--- config.mk ---
export PLATFORM = sky130hd
export DESIGN_NAME = hci_core_tracked_mixer
export DESIGN_NICKNAME = d
export VERILOG_FILES = /design/src/rtl/hci_core_tracked_mixer_pkg.sv /design/src/rtl/hci_core_mixer_id_fifo.sv /design/src/rtl/hci_core_tracked_mixer.sv
export SDC_FILE = /design/constraint.sdc
export NUM_CORES = 1
export LEC_CHECK = 0
export CAP_MARGIN = 20
export CORE_AREA = 8 8 123 125
export CTS_CLUSTER_DIAMETER = 200
export DETAILED_ROUTE_END_ITERATION = 10
export DIE_AREA = 0 0 131 133
export PLACE_DENSITY_LB_ADDON = 0.05
export SYNTH_ARGS = -nofsm -noshare
export SYNTH_HDL_FRONTEND = slang
export SYNTH_SLANG_ARGS = --single-unit
--- constraint.sdc ---
create_clock -name clk_i -period 3.33 [get_ports clk_i]
set_clock_uncertainty 0.15 [all_clocks]
set_input_delay 0.666 -clock clk_i [delete_from_list [all_inputs] [get_ports clk_i]]
set_output_delay 0.666 -clock clk_i [all_outputs]
set_load 0.05 [all_outputs]
--- src/rtl/hci_core_tracked_mixer_pkg.sv ---
// Shared types and helpers for the tracked HCI core mixer.
// Default widths mirror the HCI defaults.
package hci_core_tracked_mixer_pkg;

    localparam int unsigned HCI_DEFAULT_DW = 32;
    localparam int unsigned HCI_DEFAULT_AW = 32;
    localparam int unsigned HCI_DEFAULT_BW = 8;
    localparam int unsigned HCI_DEFAULT_WW = 32;
    localparam int unsigned HCI_DEFAULT_OW = 1;
    localparam int unsigned HCI_DEFAULT_UW = 1;

    typedef enum logic {
        HCI_MIXER_RR,
        HCI_MIXER_FIXED
    } hci_mixer_arb_e;

    // Index width for N items, never below one bit.
    function automatic int unsigned hci_idx_width(input int unsigned n);
        return (n <= 2) ? 1 : $clog2(n);
    endfunction

endpackage

--- src/rtl/hci_core_mixer_id_fifo.sv ---
// In-order FIFO of issuing-port indices for granted transactions.
// The head is readable combinationally so responses route with zero latency.
module hci_core_mixer_id_fifo
    import hci_core_tracked_mixer_pkg::*;
#(
    parameter int unsigned DEPTH = 4,
    parameter int unsigned IDW   = 1
) (
    input  logic                         clk_i,
    input  logic                         rst_ni,
    input  logic                         i_clear,
    input  logic                         i_push,
    input  logic                         i_pop,
    input  logic [IDW-1:0]               i_data,
    output logic [IDW-1:0]               o_data,
    output logic                         o_full,
    output logic                         o_empty,
    output logic [$clog2(DEPTH+1)-1:0]   o_count
);

    localparam int unsigned PW = hci_idx_width(DEPTH);
    localparam int unsigned CW = $clog2(DEPTH + 1);

    logic [IDW-1:0] r_mem [DEPTH];
    logic [PW-1:0]  r_wr_ptr;
    logic [PW-1:0]  r_rd_ptr;
    logic [CW-1:0]  r_count;
    logic           w_push;
    logic           w_pop;

    assign o_full  = (r_count == CW'(DEPTH));
    assign o_empty = (r_count == '0);
    assign w_push  = i_push & ~o_full;
    assign w_pop   = i_pop & ~o_empty;
    assign o_data  = r_mem[r_rd_ptr];
    assign o_count = r_count;

    // Explicit wrap so non-power-of-2 depths stay inside the buffer.
    function automatic logic [PW-1:0] next_ptr(input logic [PW-1:0] p);
        return (p == PW'(DEPTH - 1)) ? '0 : p + PW'(1);
    endfunction

    always_ff @(posedge clk_i) begin
        if (w_push) begin
            r_mem[r_wr_ptr] <= i_data;
        end
    end

    always_ff @(posedge clk_i or negedge rst_ni) begin
        if (!rst_ni) begin
            r_wr_ptr <= '0;
            r_rd_ptr <= '0;
            r_count  <= '0;
        end else if (i_clear) begin
            r_wr_ptr <= '0;
            r_rd_ptr <= '0;
            r_count  <= '0;
        end else begin
            if (w_push) begin
                r_wr_ptr <= next_ptr(r_wr_ptr);
            end
            if (w_pop) begin
                r_rd_ptr <= next_ptr(r_rd_ptr);
            end
            if (w_push && !w_pop) begin
                r_count <= r_count + CW'(1);
            end else if (w_pop && !w_push) begin
                r_count <= r_count - CW'(1);
            end
        end
    end

endmodule

--- src/rtl/hci_core_tracked_mixer.sv ---
// N-to-1 HCI core mixer: arbitrates initiators onto one target and returns
// each response to the port that issued it, using an in-order ID FIFO.
module hci_core_tracked_mixer
    import hci_core_tracked_mixer_pkg::*;
#(
    parameter int unsigned    NB_CHAN         = 2,
    parameter int unsigned    DW              = HCI_DEFAULT_DW,
    parameter int unsigned    AW              = HCI_DEFAULT_AW,
    parameter int unsigned    BW              = HCI_DEFAULT_BW,
    parameter int unsigned    WW              = HCI_DEFAULT_WW,
    parameter int unsigned    OW              = HCI_DEFAULT_OW,
    parameter int unsigned    UW              = HCI_DEFAULT_UW,
    parameter int unsigned    MAX_OUTSTANDING = 4,
    parameter hci_mixer_arb_e ARB_MODE        = HCI_MIXER_RR
) (
    input  logic                                    clk_i,
    input  logic                                    rst_ni,
    input  logic                                    clear_i,
    // initiator ports
    input  logic [NB_CHAN-1:0]                      i_in_req,
    output logic [NB_CHAN-1:0]                      o_in_gnt,
    input  logic [NB_CHAN-1:0][AW-1:0]              i_in_add,
    input  logic [NB_CHAN-1:0]                      i_in_wen,
    input  logic [NB_CHAN-1:0][DW-1:0]              i_in_data,
    input  logic [NB_CHAN-1:0][DW/BW-1:0]           i_in_be,
    input  logic [NB_CHAN-1:0][(DW/WW)*OW-1:0]      i_in_boffs,
    input  logic [NB_CHAN-1:0][UW-1:0]              i_in_user,
    input  logic [NB_CHAN-1:0]                      i_in_lrdy,
    output logic [NB_CHAN-1:0][DW-1:0]              o_in_r_data,
    output logic [NB_CHAN-1:0]                      o_in_r_valid,
    output logic [NB_CHAN-1:0]                      o_in_r_opc,
    output logic [NB_CHAN-1:0][UW-1:0]              o_in_r_user,
    // shared target port
    output logic                                    o_out_req,
    input  logic                                    i_out_gnt,
    output logic [AW-1:0]                           o_out_add,
    output logic                                    o_out_wen,
    output logic [DW-1:0]                           o_out_data,
    output logic [DW/BW-1:0]                        o_out_be,
    output logic [(DW/WW)*OW-1:0]                   o_out_boffs,
    output logic [UW-1:0]                           o_out_user,
    output logic                                    o_out_lrdy,
    input  logic [DW-1:0]                           i_out_r_data,
    input  logic                                    i_out_r_valid,
    input  logic                                    i_out_r_opc,
    input  logic [UW-1:0]                           i_out_r_user,
    // status
    output logic [$clog2(MAX_OUTSTANDING+1)-1:0]    outstanding_o,
    output logic                                    busy_o,
    output logic                                    err_o
);

    localparam int unsigned IDW = hci_idx_width(NB_CHAN);

    logic [IDW-1:0] r_rr_ptr;
    logic           r_err;
    logic [IDW-1:0] w_winner;
    logic [IDW-1:0] w_head;
    logic           w_found;
    logic           w_full;
    logic           w_empty;
    logic           w_hs;
    logic           w_stray;

    // Scan order starts at rr_ptr (RR) or 0 (FIXED); the start index also
    // drives the payload when nobody requests.
    always_comb begin
        int v_idx;
        w_winner = (ARB_MODE == HCI_MIXER_RR) ? r_rr_ptr : '0;
        w_found  = 1'b0;
        v_idx    = 0;
        for (int i = 0; i < int'(NB_CHAN); i++) begin
            if (ARB_MODE == HCI_MIXER_RR) begin
                v_idx = int'(r_rr_ptr) + i;
                if (v_idx >= int'(NB_CHAN)) begin
                    v_idx = v_idx - int'(NB_CHAN);
                end
            end else begin
                v_idx = i;
            end
            if (!w_found && i_in_req[v_idx]) begin
                w_winner = IDW'(v_idx);
                w_found  = 1'b1;
            end
        end
    end

    assign o_out_req   = (|i_in_req) & ~w_full;
    assign w_hs        = o_out_req & i_out_gnt;
    assign w_stray     = i_out_r_valid & w_empty;

    assign o_out_add   = i_in_add[w_winner];
    assign o_out_wen   = i_in_wen[w_winner];
    assign o_out_data  = i_in_data[w_winner];
    assign o_out_be    = i_in_be[w_winner];
    assign o_out_boffs = i_in_boffs[w_winner];
    assign o_out_user  = i_in_user[w_winner];
    assign o_out_lrdy  = i_in_lrdy[w_winner];

    for (genvar gi = 0; gi < NB_CHAN; gi++) begin : g_port
        logic w_rsp_sel;
        assign w_rsp_sel          = i_out_r_valid & ~w_empty & (w_head == IDW'(gi));
        assign o_in_gnt[gi]       = (w_winner == IDW'(gi)) & i_out_gnt & ~w_full;
        assign o_in_r_valid[gi]   = w_rsp_sel;
        assign o_in_r_data[gi]    = w_rsp_sel ? i_out_r_data : '0;
        assign o_in_r_opc[gi]     = w_rsp_sel & i_out_r_opc;
        assign o_in_r_user[gi]    = w_rsp_sel ? i_out_r_user : '0;
    end

    hci_core_mixer_id_fifo #(
        .DEPTH (MAX_OUTSTANDING),
        .IDW   (IDW)
    ) u_id_fifo (
        .clk_i   (clk_i),
        .rst_ni  (rst_ni),
        .i_clear (clear_i),
        .i_push  (w_hs),
        .i_pop   (i_out_r_valid),
        .i_data  (w_winner),
        .o_data  (w_head),
        .o_full  (w_full),
        .o_empty (w_empty),
        .o_count (outstanding_o)
    );

    always_ff @(posedge clk_i or negedge rst_ni) begin
        if (!rst_ni) begin
            r_rr_ptr <= '0;
            r_err    <= 1'b0;
        end else if (clear_i) begin
            r_rr_ptr <= '0;
            r_err    <= 1'b0;
        end else begin
            if (w_hs && ARB_MODE == HCI_MIXER_RR) begin
                r_rr_ptr <= (w_winner == IDW'(NB_CHAN - 1)) ? '0 : w_winner + IDW'(1);
            end
            if (w_stray) begin
                r_err <= 1'b1;
            end
        end
    end

    assign busy_o = (outstanding_o != '0);
    assign err_o  = r_err;

endmodule
== Word level (Yosys, flattened, before mapping) ==
Memory sizes are Yosys's and may differ from the RTL's.
Index checks and enable logic that the tools add are counted.

* Register bits after elaboration: 9
* RAM bits: 4
* Bits of input ports: 185
* Logic and storage cells: 98
* Memories: 1

* Add/sub/neg operators: 8
* $lt $le $gt $ge: 5
* Equality and inequality tests: 3
* Multiplexer cells: 45
* Bitwise gates (word level): 17
* Reduce and logical (&&, ||, !) cells: 14

{| class="wikitable"
|+ Memory list
! name !! words !! bits a word !! rd ports !! clocked after memory_dff !! wr ports !! RTL line !! RTL
|-
| u_id_fifo.r_mem || 4 || 1 || 1 || 0 || 1 || hci_core_mixer_id_fifo.sv:24 || <nowiki>logic [IDW-1:0] r_mem [DEPTH];</nowiki>
|}

{| class="wikitable"
|+ Operators with widths
! operator !! count
|-
| $mux 32 || 8
|-
| $lt 32x3->1 const B || 2
|-
| $mux 1 || 26
|-
| $and 1x1->1 || 13
|-
| $mux 2 || 6
|-
| $mux 3 || 3
|-
| $mux 4 || 2
|-
| $reduce_bool 2->1 || 4
|-
| $reduce_bool 3->1 || 2
|-
| $add 2x1->2 const B || 2
|-
| $eq 2x2->1 const B || 2
|-
| $not 1->1 || 4
|-
| $add 3x1->3 const B || 1
|-
| $eq 3x3->1 const B || 1
|-
| $logic_and 1x1->1 || 3
|-
| $logic_not 1->1 || 3
|-
| $logic_not 3->1 || 1
|-
| $sub 1x2->3 const B || 1
|-
| $sub 2x2->3 const B || 1
|-
| $sub 3x1->3 const B || 1
|-
| $add 1x1->2 const B || 1
|-
| $ge 1x2->1 const B || 1
|-
| $ge 2x2->1 const B || 1
|-
| $lt 1x2->1 const B || 1
|-
| other kinds (2) || 2
|}

== Depth between registers and ports, before layout ==
* Depth in word-level cells: 13
* Mapped depth: 8
* Depth with buffers taken out: 6

== Hierarchy ==
Synthesis repeated with hierarchy kept, for this count alone.

* Cell total of the unflattened synthesis: 246
* Area total of the unflattened synthesis: 2472.4 um^2

{| class="wikitable"
|+ Modules (own cells, without submodules)
! module !! instances !! cells each !! area an instance (um^2) !! seq. area each (um^2)
|-
| hci_core_tracked_mixer || 1 || 177 || 1751.7 || 50.0
|-
| hci_core_mixer_id_fifo || 1 || 69 || 720.7 || 295.3
|}

== Worst setup path before layout ==
OpenSTA, ideal clock, no wires.

* Path kind: flip-flop to output port
* Start: reg u_id_fifo.r_count[0], in the netlist u_id_fifo.o_count[0]
* End: out o_in_r_data[0] in the netlist's numbering
* Arrival: 2.086 ns
* Path slack: 0.428 ns
* Cell stages (with the launch flop): 6
* Buffers on the path: 2
* Cells stage by stage: dfrtp_1 o31a_1 buf_4 buf_2 nand2_1 nor2_1

{| class="wikitable"
|+ RTL lines
! element !! RTL line !! RTL
|-
| start, declared || hci_core_mixer_id_fifo.sv:27 || <nowiki>logic [CW-1:0] r_count;</nowiki>
|-
| start signal, assigned || hci_core_mixer_id_fifo.sv:66 || <nowiki>r_count <= r_count + CW'(1);</nowiki>
|-
| start signal, assigned || hci_core_mixer_id_fifo.sv:68 || <nowiki>r_count <= r_count - CW'(1);</nowiki>
|-
| end, declared || hci_core_tracked_mixer.sv:29 || <nowiki>output logic [NB_CHAN-1:0][DW-1:0] o_in_r_data,</nowiki>
|}

== Final worst setup path ==
* Start: in i_in_req[1]
* End: out o_out_data[24]

* Longest elaborated chain between the ends: 9

{| class="wikitable"
|+ Ends and longest elaborated chain
! element !! RTL line !! RTL
|-
| start, declared || hci_core_tracked_mixer.sv:20 || <nowiki>input logic [NB_CHAN-1:0] i_in_req,</nowiki>
|-
| $mux 1 (implied by the code) (3 in series) || hci_core_tracked_mixer.sv:81 || <nowiki>if (!w_found && i_in_req[v_idx]) begin</nowiki>
|-
| $mux 1 || hci_core_tracked_mixer.sv:81 ||
|-
| $logic_not 1->1 || hci_core_tracked_mixer.sv:81 ||
|-
| $logic_and 1x1->1 || hci_core_tracked_mixer.sv:81 ||
|-
| $mux 1 * || hci_core_tracked_mixer.sv:81 ||
|-
| $mux 32 (implied by the code) * (2 in series) || hci_core_tracked_mixer.sv:94 || <nowiki>assign o_out_data = i_in_data[w_winner];</nowiki>
|-
| end, declared || hci_core_tracked_mixer.sv:38 || <nowiki>output logic [DW-1:0] o_out_data,</nowiki>
|}

Mark *: on every way between the ends. The rest lies on a longest branch, timed or not. The select of a mux whose other input is x is not followed.

==> impl_results.md <==
- Die Wd: 131 um
- Post-DP HPWL: 14000 um
- Pwr Total: 3.33 mW
- Final antenna-violating net count: 0
- Worst flop-to-flop path startpoint: u_id_fifo.o_count[1]
- Syn Area/Cell: 8.02 um2
- Worst path arrival time: 2.32 ns
- FILL cells: 1156
- Max-slew headroom: 0.609
- Syn nets: 464
- Max clock buf depth: 2
- Max-cap violations: 0
- Avg WL per Cell: 20.4 um
- CTS tree: yes
- I/O Buffers: 334
- Initial drt markers: 112
- Post-cts sizing count: 0
- Outcome: finished, final reports clean
- CTS Hold Bufs: 0
- Remaining global-route overflow: 0
- CP Class: input port to output pin
- Inserted Clock Buffers: 3
- Clk slew on worst S/H paths: 0.05 ns
- Number of H-tree levels: 1
- Setup bufs post-CTS: 0
- Setup slack, reg-to-reg: 1.06 ns
- Starting density of the core: 0.167
- Sequential area share after synthesis: 0.158
- Period utilization: 0.942
- Leak pwr: 2.71 nW
- Slew Limit Fails: 0
- F_max: 319 MHz
- Vias: 3186
- FF+latch count, synth: 13
- Clk root buf: clkbuf_16
- Share of layout cells above drive strength 1: 0.393
- Gpl congestion: 1.01
- Antenna cell count: 0
- Setup violators final: 0
- Clock Sink Count: 13
- HP Start: err_o
- Reg2reg path depth: 6
- Global Route Usage Sum: 0.171
- First-pass GRT wire length: 22400 um
- Synthesized cell area: 2190 um2
- Synth cell types: 30
- Setup WS post-layout: 0.195 ns
- Final hold vios: 0
- Maximum vdd drop: 0.000201 V
- Initial antenna violation count: 0
- # DRC: 0
- Core Rows: 42
- Drt pass-1 iters: 4
- Aggregate negative setup slack: 0 ns
- Vias per inst: 4.15
- Fin util: 0.484
- Unrepaired setup endpoints after global routing: false
- Drt total wl: 15600 um
- Syn. warnings: 0
- Vias in the first global route: 3417
- Post-Synthesis Cells: 273
- Core area: 13100 um2
- End of the worst hold path: err_o
- Slew of the pin with the lowest slew margin: 0.585 ns
- CP endpoint kind: output pin
- CP Launch Type: input port
- Hold Path Cell Cnt: 2
- Later-pin clock latency in the skew report: 0.24 ns
- Die height: 133 um
- Die ar.: 17400 um2
- R2R Path End: u_id_fifo.o_count[2]
- Min Tclk post-route: 3.14 ns
- Crit path required time: 2.51 ns
- P&R area growth vs syn: 189%
- HP Class: register to register
- I/O Pins: 335
- Pin count of the biggest net entering global routing: 71
- Crit-path max FO: 42
- PwrDens: 526 nW/um2
- Fin nets: 783
- Place WS: 0.197 ns
[sequential cells by signal, summed over array words and instances (netlist names)]
| name | cells |
|---|---|
| r_rr_ptr | 1 |
| u_id_fifo.o_count | 3 |
| u_id_fifo.r_wr_ptr | 2 |
| u_id_fifo.r_mem | 4 |
| err_o | 1 |
| u_id_fifo.r_rd_ptr | 2 |
[cells by family (layout without fill, tap and decap cells)]
group                      count (synthesis)  after routing  synth area share
buffers and inverters                     32            350            0.0749
AOI/OAI and AO/OA                          9              9            0.0257
DFF                                       13             13             0.158
and+or+nand+nor                          133            133             0.287
xor gates and xnor gates                   2              2            0.0114
muxes                                     78             78             0.405
adders and majority gates                  6              6            0.0377
[critical path, cell delays in order]
cell,delay [ns]
clkdlybuf4s50_1,0.52
nor2_1,0.09
o21ai_4,0.19
buf_12,0.27
mux2_2,0.37
buf_4,0.19
[where the power goes]
part	internal [mW]	switching [mW]	total (mW)
logic	1.20	1.66	2.86
registers	0.200	0.0439	0.244
clock network	0.162	0.0670	0.229
total	1.57	1.77	3.33
[cell usage after synthesis]
cell type	number	area share
mux2_2	72	0.37
nor2_1	51	0.087
nand2_1	36	0.062
and3_1	34	0.097
buf_2	10	0.023
dfrtp_1	9	0.10
buf_4	8	0.027
clkbuf_1	7	0.012
inv_1	6	0.010
and2_1	5	0.014
ha_1	5	0.029
edfxtp_1	4	0.055
a21oi_1	3	0.0069
mux2_1	3	0.015
mux2i_1	2	0.0091
nor2b_1	2	0.0057
nor3_1	2	0.0046
o21ai_1	2	0.0046
a211oi_1	1	0.0034
clkbuf_2	1	0.0023
fa_1	1	0.0091
mux4_2	1	0.010
nand2b_1	1	0.0029
nor2_4	1	0.0051
nor3b_4	1	0.0086
o211a_1	1	0.0046
o21ai_0	1	0.0023
o31a_1	1	0.0040
xnor2_1	1	0.0040
xnor2_2	1	0.0074
[worst max-delay path by stage]
stage / startpoint / end / slack, ns / cells after the start
finish: i_in_req[1] / o_out_data[24] / 0.19 / 6
global route: i_in_req[1] / o_out_lrdy / 0.13 / 6
CTS: i_in_req[1] / o_out_data[24] / 0.19 / 6
detailed placement: i_in_req[1] / o_out_data[24] / 0.20 / 6
global placement: i_in_req[1] / o_out_add[27] / 0.20 / 6
floorplan: u_id_fifo.o_count[0] / o_in_r_data[0] / 0.43 / 5
[through the flow]
stage	instances	cell area (um2)	hold WS (ns)
final	767	6340	0.371
after floorplan	273	2190	0.220
after detailed placement	763	6260	0.366
after global routing	767	6340	0.406
after global placement	763	6260	0.333
after CTS	767	6340	0.376
[cell type report]
| cell class | instances | area (um2) | area share |
|---|---|---|---|
| sequential | 13 | 345 | 0.0545 |
| clock buffer | 4 | 78.8 | 0.0124 |
| inverter | 6 | 22.5 | 0.00355 |
| tap | 176 | 220 | 0.0348 |
| timing repair buffer | 340 | 3980 | 0.628 |
| multi-input combinational | 228 | 1690 | 0.267 |
[routing by layer]
metal | wire [um] | GRT usage | up-vias | share of wire
li1 | - | - | 1565 | -
met1 | 5580 | 0.179 | 1430 | 0.36
met2 | 8130 | 0.317 | 186 | 0.52
met3 | 1850 | 0.0651 | 5 | 0.12
met4 | 85 | 0.0249 | 0 | 0.0054
met5 | 0 | 0 | - | 0
[cell usage in the layout, fill, tap and decap left out]
cell / instances
o21ai_1: 1
a211oi_1: 1
and2_1: 5
clkbuf_1: 1
nor2b_1: 2
ha_1: 5
buf_12: 76
xnor2_1: 1
o211a_1: 1
nor3b_4: 1
inv_1: 6
mux2i_1: 2
and3_1: 34
mux2_2: 72
nor3_1: 2
buf_4: 75
nor2_4: 1
clkbuf_16: 3
o21ai_4: 1
edfxtp_1: 4
dfrtp_1: 9
xnor2_2: 1
o21ai_0: 1
nand2b_1: 1
clkdlybuf4s50_1: 189
o31a_2: 1
nand2_1: 36
fa_1: 1
nor2_1: 51
mux4_2: 1
mux2_1: 3
a21oi_1: 3
(Power assumes the default switching activity.)
==> patch 1 (config.mk and constraints unchanged) <==
Change the package constant `HCI_DEFAULT_AW` from 32 to 48.
--- a/src/rtl/hci_core_tracked_mixer_pkg.sv
+++ b/src/rtl/hci_core_tracked_mixer_pkg.sv
@@ -4,5 +4,5 @@
 
     localparam int unsigned HCI_DEFAULT_DW = 32;
-    localparam int unsigned HCI_DEFAULT_AW = 32;
+    localparam int unsigned HCI_DEFAULT_AW = 48;
     localparam int unsigned HCI_DEFAULT_BW = 8;
     localparam int unsigned HCI_DEFAULT_WW = 32;
Interface: changed (resized i_in_add and o_out_add); port bits go from 335 to 383. The function was not compared with the original's and may differ.
==> patch 1 against the original RTL <==
Synthesized area increased by 9.0%; sequential share of layout area down 0.54 points; utilization rose by 5.4 points; total power up 8.9%; sequential cell count is the same; fmax shrank 1.6%; wire length increased by 28%; worst hold slack lost 0.0084 ns; worst setup slack lost 0.051 ns; design area up 11%; non-clock buffer count up 50; global-route usage grew 4.4 points.
==> patch 1: results (changes against the original RTL) <==
{| class="wikitable"
! Metric !! Value
|-
| Maximum fanout along the worst path || 13 (was 42)
|-
| Number of instances in the synthesized netlist || 291 (was 273)
|-
| Detailed placement HPWL || 18200 um (was 14000 um)
|-
| Count of non-filler cells in the finished layout || 834 (was 767)
|-
| Number of antenna violations at the first check in global routing || 2 (was 0)
|-
| Synthesized net count || 514 (was 464)
|-
| Vias per std cell || 4.36 (was 4.15)
|-
| Largest register FFs || 4 (unchanged)
|-
| Buffers inserted by post-CTS timing repair || 0 (unchanged)
|-
| Peak supply drop || 383 uV (was 201 uV)
|-
| Vias in the first global route || 3908 (was 3417)
|-
| Setup crit end || o_out_data[6] (was o_out_data[24])
|-
| Worst Path Arrival || 2.37 ns (was 2.32 ns)
|-
| Relative max-transition margin || 0.658 (was 0.609)
|-
| Number of flops mapped to enable cells by yosys || 4 (unchanged)
|-
| Number of DRC violations after detailed-routing iteration 0 || 103 (was 112)
|-
| Primary flip-flop cell chosen by synthesis mapping || dfrtp_1 (unchanged)
|-
| Origin of the worst min-delay path || err_o$_DFFE_PN0P_ (unchanged)
|-
| Distinct cell type count of the synthesized netlist || 29 (was 30)
|-
| Final Hold Slack || 0.362 ns (was 0.371 ns)
|-
| First-pass GRT wire length || 27400 um (was 22400 um)
|-
| Last weighted congestion value of the routability-driven placer || 0.775 (was 1.01)
|-
| Leakage Power || 3.00 nW (was 2.71 nW)
|-
| Final layout net count || 881 (was 783)
|-
| Most numerous cell types in the synthesized netlist || 91 x mux2_2, 51 x nor2_1, 36 x nand2_1, 34 x and3_1, 10 x clkbuf_1 (was 72 x mux2_2, 51 x nor2_1, 36 x nand2_1, 34 x and3_1, 10 x buf_2)
|-
| Global-route usage over all layers || 0.215 (was 0.171)
|-
| Psw || 1.93 mW (was 1.77 mW)
|-
| Cell types occupying the most area after synthesis || mux2_2 43%, dfrtp_1 9.4%, and3_1 8.9%, nor2_1 8.0%, nand2_1 5.7% (was mux2_2 37%, dfrtp_1 10%, and3_1 9.7%, nor2_1 8.7%, nand2_1 6.2%)
|-
| Share of the yosys chip area belonging to registers || 0.145 (was 0.158)
|-
| Path depth of the worst reg2reg path || 7 (was 6)
|-
| Routed wire per std cell || 24.0 um (was 20.4 um)
|-
| FF-to-FF setup slack || 0.96 ns (was 1.06 ns)
|-
| Result of the run || finished clean (unchanged)
|-
| Port Buffer Count || 382 (was 334)
|-
| Share of cells above drive strength 1 || 0.409 (was 0.393)
|-
| CTS buffer count || 3 (unchanged)
|-
| Largest net degree at the start of global routing || 40 (was 71)
|}
==> patch 1: area by class of cell <==
type	count	area, um^2
Fill cell	1139	6050
Timing Repair Buffer	390	4490
Multi-Input combinational cell	244	1870
Sequential cell	13	345
Tap cell	176	220
Clock buffer	4	78.8
Inverter	6	22.5
Antenna cell	1	2.50
==> patch 1: kinds of logic after synthesis <==
logic type,count (synthesis),synth area share
and+or+nand+nor,133,0.264
xor gates and xnor gates,2,0.0105
DFF,13,0.145
adders and majority gates,6,0.0346
buffers and inverters,34,0.0750
AOI/OAI and AO/OA,9,0.0241
muxes,94,0.447
==> patch 1: stage by stage <==
stage / area (um^2) / setup slack (ns) / util
3_5_place_dp: 6960 / 0.150 / 0.532
4_1_cts: 7030 / 0.141 / 0.538
6_report: 7040 / 0.143 / 0.538
2_1_floorplan: 2390 / 0.495 / -
3_3_place_gp: 6960 / 0.152 / 0.532
5_1_grt: 7040 / 0.0628 / 0.538
==> patch 1: critical path: cells and delay by family <==
| family | cells | cell delay, ns |
|---|---|---|
| simple gates | 1 | 0.09 |
| mux | 1 | 0.39 |
| buf+inv | 3 | 0.99 |
| compound gates | 1 | 0.22 |
==> patch 1: per-layer routing <==
metal / vias to the layer above / routed length, um / share of wire / track usage
met2: 224 / 10300 / 0.51 / 0.398
li1: 1731 / - / - / -
met4: 2 / 340 / 0.017 / 0.0485
met3: 20 / 2310 / 0.12 / 0.0848
met5: - / 9 / 0.00045 / 0
met1: 1656 / 7080 / 0.35 / 0.219
==> patch 1: power by group through the flow <==
stage	combinational (mW)	clock, mW	sequential (mW)
4_1_cts	3.19	0.230	0.244
3_5_place_dp	3.18	0	0.246
6_report	3.16	0.228	0.243
3_3_place_gp	3.16	0	0.245
5_1_grt	3.30	0.237	0.251
2_1_floorplan	1.71	0	0.297
==> patch 2 (config.mk and constraints unchanged) <==
Made on the original files. Register the output `err_o` once more, with the module's reset; this adds one clock of latency there. The other outputs are not delayed to match.
--- a/src/rtl/hci_core_tracked_mixer.sv
+++ b/src/rtl/hci_core_tracked_mixer.sv
@@ -142,5 +142,11 @@
 
     assign busy_o = (outstanding_o != '0);
-    assign err_o  = r_err;
+    always_ff @(posedge clk_i or negedge rst_ni) begin
+        if (!rst_ni) begin
+            err_o <= '0;
+        end else begin
+            err_o <= r_err;
+        end
+    end
 
 endmodule
Function: changed (Yosys sat finds a counterexample within 4 cycles, from zero or initial values and one cycle with rst_ni low).
==> patch 2 against the original RTL <==
Synthesized area increased by 1.1%; wire length decreased by 8.1%; utilization is 0.31 points higher; worst setup slack got worse by 0.016 ns; cell count rose by 0.39%; combinational power about the same; design area rose by 0.63%; register-to-register slack better by 0.03 ns; sequential cell count grew 1; total power increased by 0.10%.
==> patch 2: results (changes against the original RTL) <==
{| class="wikitable"
! Metric !! Value
|-
| FF-to-FF setup slack || 1.09 ns (was 1.06 ns)
|-
| Vias per std cell || 4.18 (was 4.15)
|-
| Met2 Usage GRT || 0.286 (was 0.317)
|-
| Fraction of registers with async set or reset after synthesis || 0.714 (was 0.692)
|-
| Cell types occupying the most area after synthesis || mux2_2 37%, dfrtp_1 11%, and3_1 9.6%, nor2_1 8.6%, nand2_1 6.1% (was mux2_2 37%, dfrtp_1 10%, and3_1 9.7%, nor2_1 8.7%, nand2_1 6.2%)
|-
| Global-route usage over all layers || 0.152 (was 0.171)
|-
| Number of inserted filler cells in the final layout || 1188 (was 1156)
|-
| Detailed placement HPWL || 13000 um (was 14000 um)
|-
| Routed wl met2 || 7440 um (was 8130 um)
|-
| Met1 Wirelength || 4630 um (was 5580 um)
|-
| Last weighted congestion value of the routability-driven placer || 0.808 (was 1.01)
|-
| Met1 GRT Util || 0.142 (was 0.179)
|-
| Origin of the worst min-delay path || r_err$_DFFE_PN0P_ (was err_o$_DFFE_PN0P_)
|-
| Post-synthesis area per instance || 8.08 um^2 (was 8.02 um^2)
|-
| Destination of the worst hold path || err_o$_DFF_PN0_ (was err_o$_DFFE_PN0P_)
|-
| Maximum fanout along the worst path || 16 (was 42)
|-
| Number of stages on the worst hold path || 0 (was 2)
|-
| Fraction of met3 tracks used by global routing || 0.0787 (was 0.0651)
|-
| Number of DRC violations after detailed-routing iteration 0 || 113 (was 112)
|-
| Peak supply drop || 204 uV (was 201 uV)
|-
| Synthesized net count || 465 (was 464)
|-
| Result of the run || finished clean (unchanged)
|-
| Worst Path Arrival || 2.34 ns (was 2.32 ns)
|-
| Setup crit end || o_out_add[30] (was o_out_data[24])
|-
| Final cell area excluding filler cells || 6380 um^2 (was 6340 um^2)
|-
| Area after detailed placement || 6300 um^2 (was 6260 um^2)
|-
| Most numerous cell types in the synthesized netlist || 72 x mux2_2, 51 x nor2_1, 36 x nand2_1, 34 x and3_1 (was 72 x mux2_2, 51 x nor2_1, 36 x nand2_1, 34 x and3_1, 10 x buf_2)
|-
| Vias in the first global route || 3414 (was 3417)
|-
| Placed Cells incl. Taps || 766 (was 763)
|-
| Relative max-transition margin || 0.644 (was 0.609)
|-
| Upper clock frequency limit || 0.317 GHz (was 0.319 GHz)
|-
| Final Hold Slack || 0.225 ns (was 0.371 ns)
|-
| Routed met3 length || 2180 um (was 1850 um)
|-
| H-tree depth || 1 (unchanged)
|-
| Share of the yosys chip area belonging to registers || 0.167 (was 0.158)
|-
| Total routed wirelength || 14400 um (was 15600 um)
|-
| Routed wire per std cell || 18.7 um (was 20.4 um)
|-
| Worst slack at placement || 0.176 ns (was 0.197 ns)
|-
| Leakage Power || 2.73 nW (was 2.71 nW)
|-
| Share of cells above drive strength 1 || 0.394 (was 0.393)
|}
-- patch 2: kinds of logic (layout without fill, tap and decap cells) --
| group | Yosys count | count (layout) | share of synthesized area |
|---|---|---|---|
| multiplexers | 78 | 78 | 0.401 |
| AND/OR/NAND/NOR | 133 | 133 | 0.284 |
| buffers and inverters | 32 | 352 | 0.0740 |
| XOR/XNOR | 2 | 2 | 0.0113 |
| flip-flops | 14 | 14 | 0.167 |
| adder cells (fa/ha/maj) | 6 | 6 | 0.0373 |
| AO/OA/AOI/OAI | 9 | 9 | 0.0254 |
-- patch 2: cell type report --
cell class / count / area share
Timing Repair Buffer: 342 / 0.626
Clock buffer: 4 / 0.0124
Multi-Input combinational cell: 228 / 0.266
Sequential cell: 14 / 0.0581
Inverter: 6 / 0.00353
Tap cell: 176 / 0.0345
-- patch 2: report_power, final --
group	switching (mW)	internal, mW	leakage (nW)
sequential	0.0452	0.216	0.170
combinational	1.65	1.21	2.52
clock	0.0605	0.161	0.0382
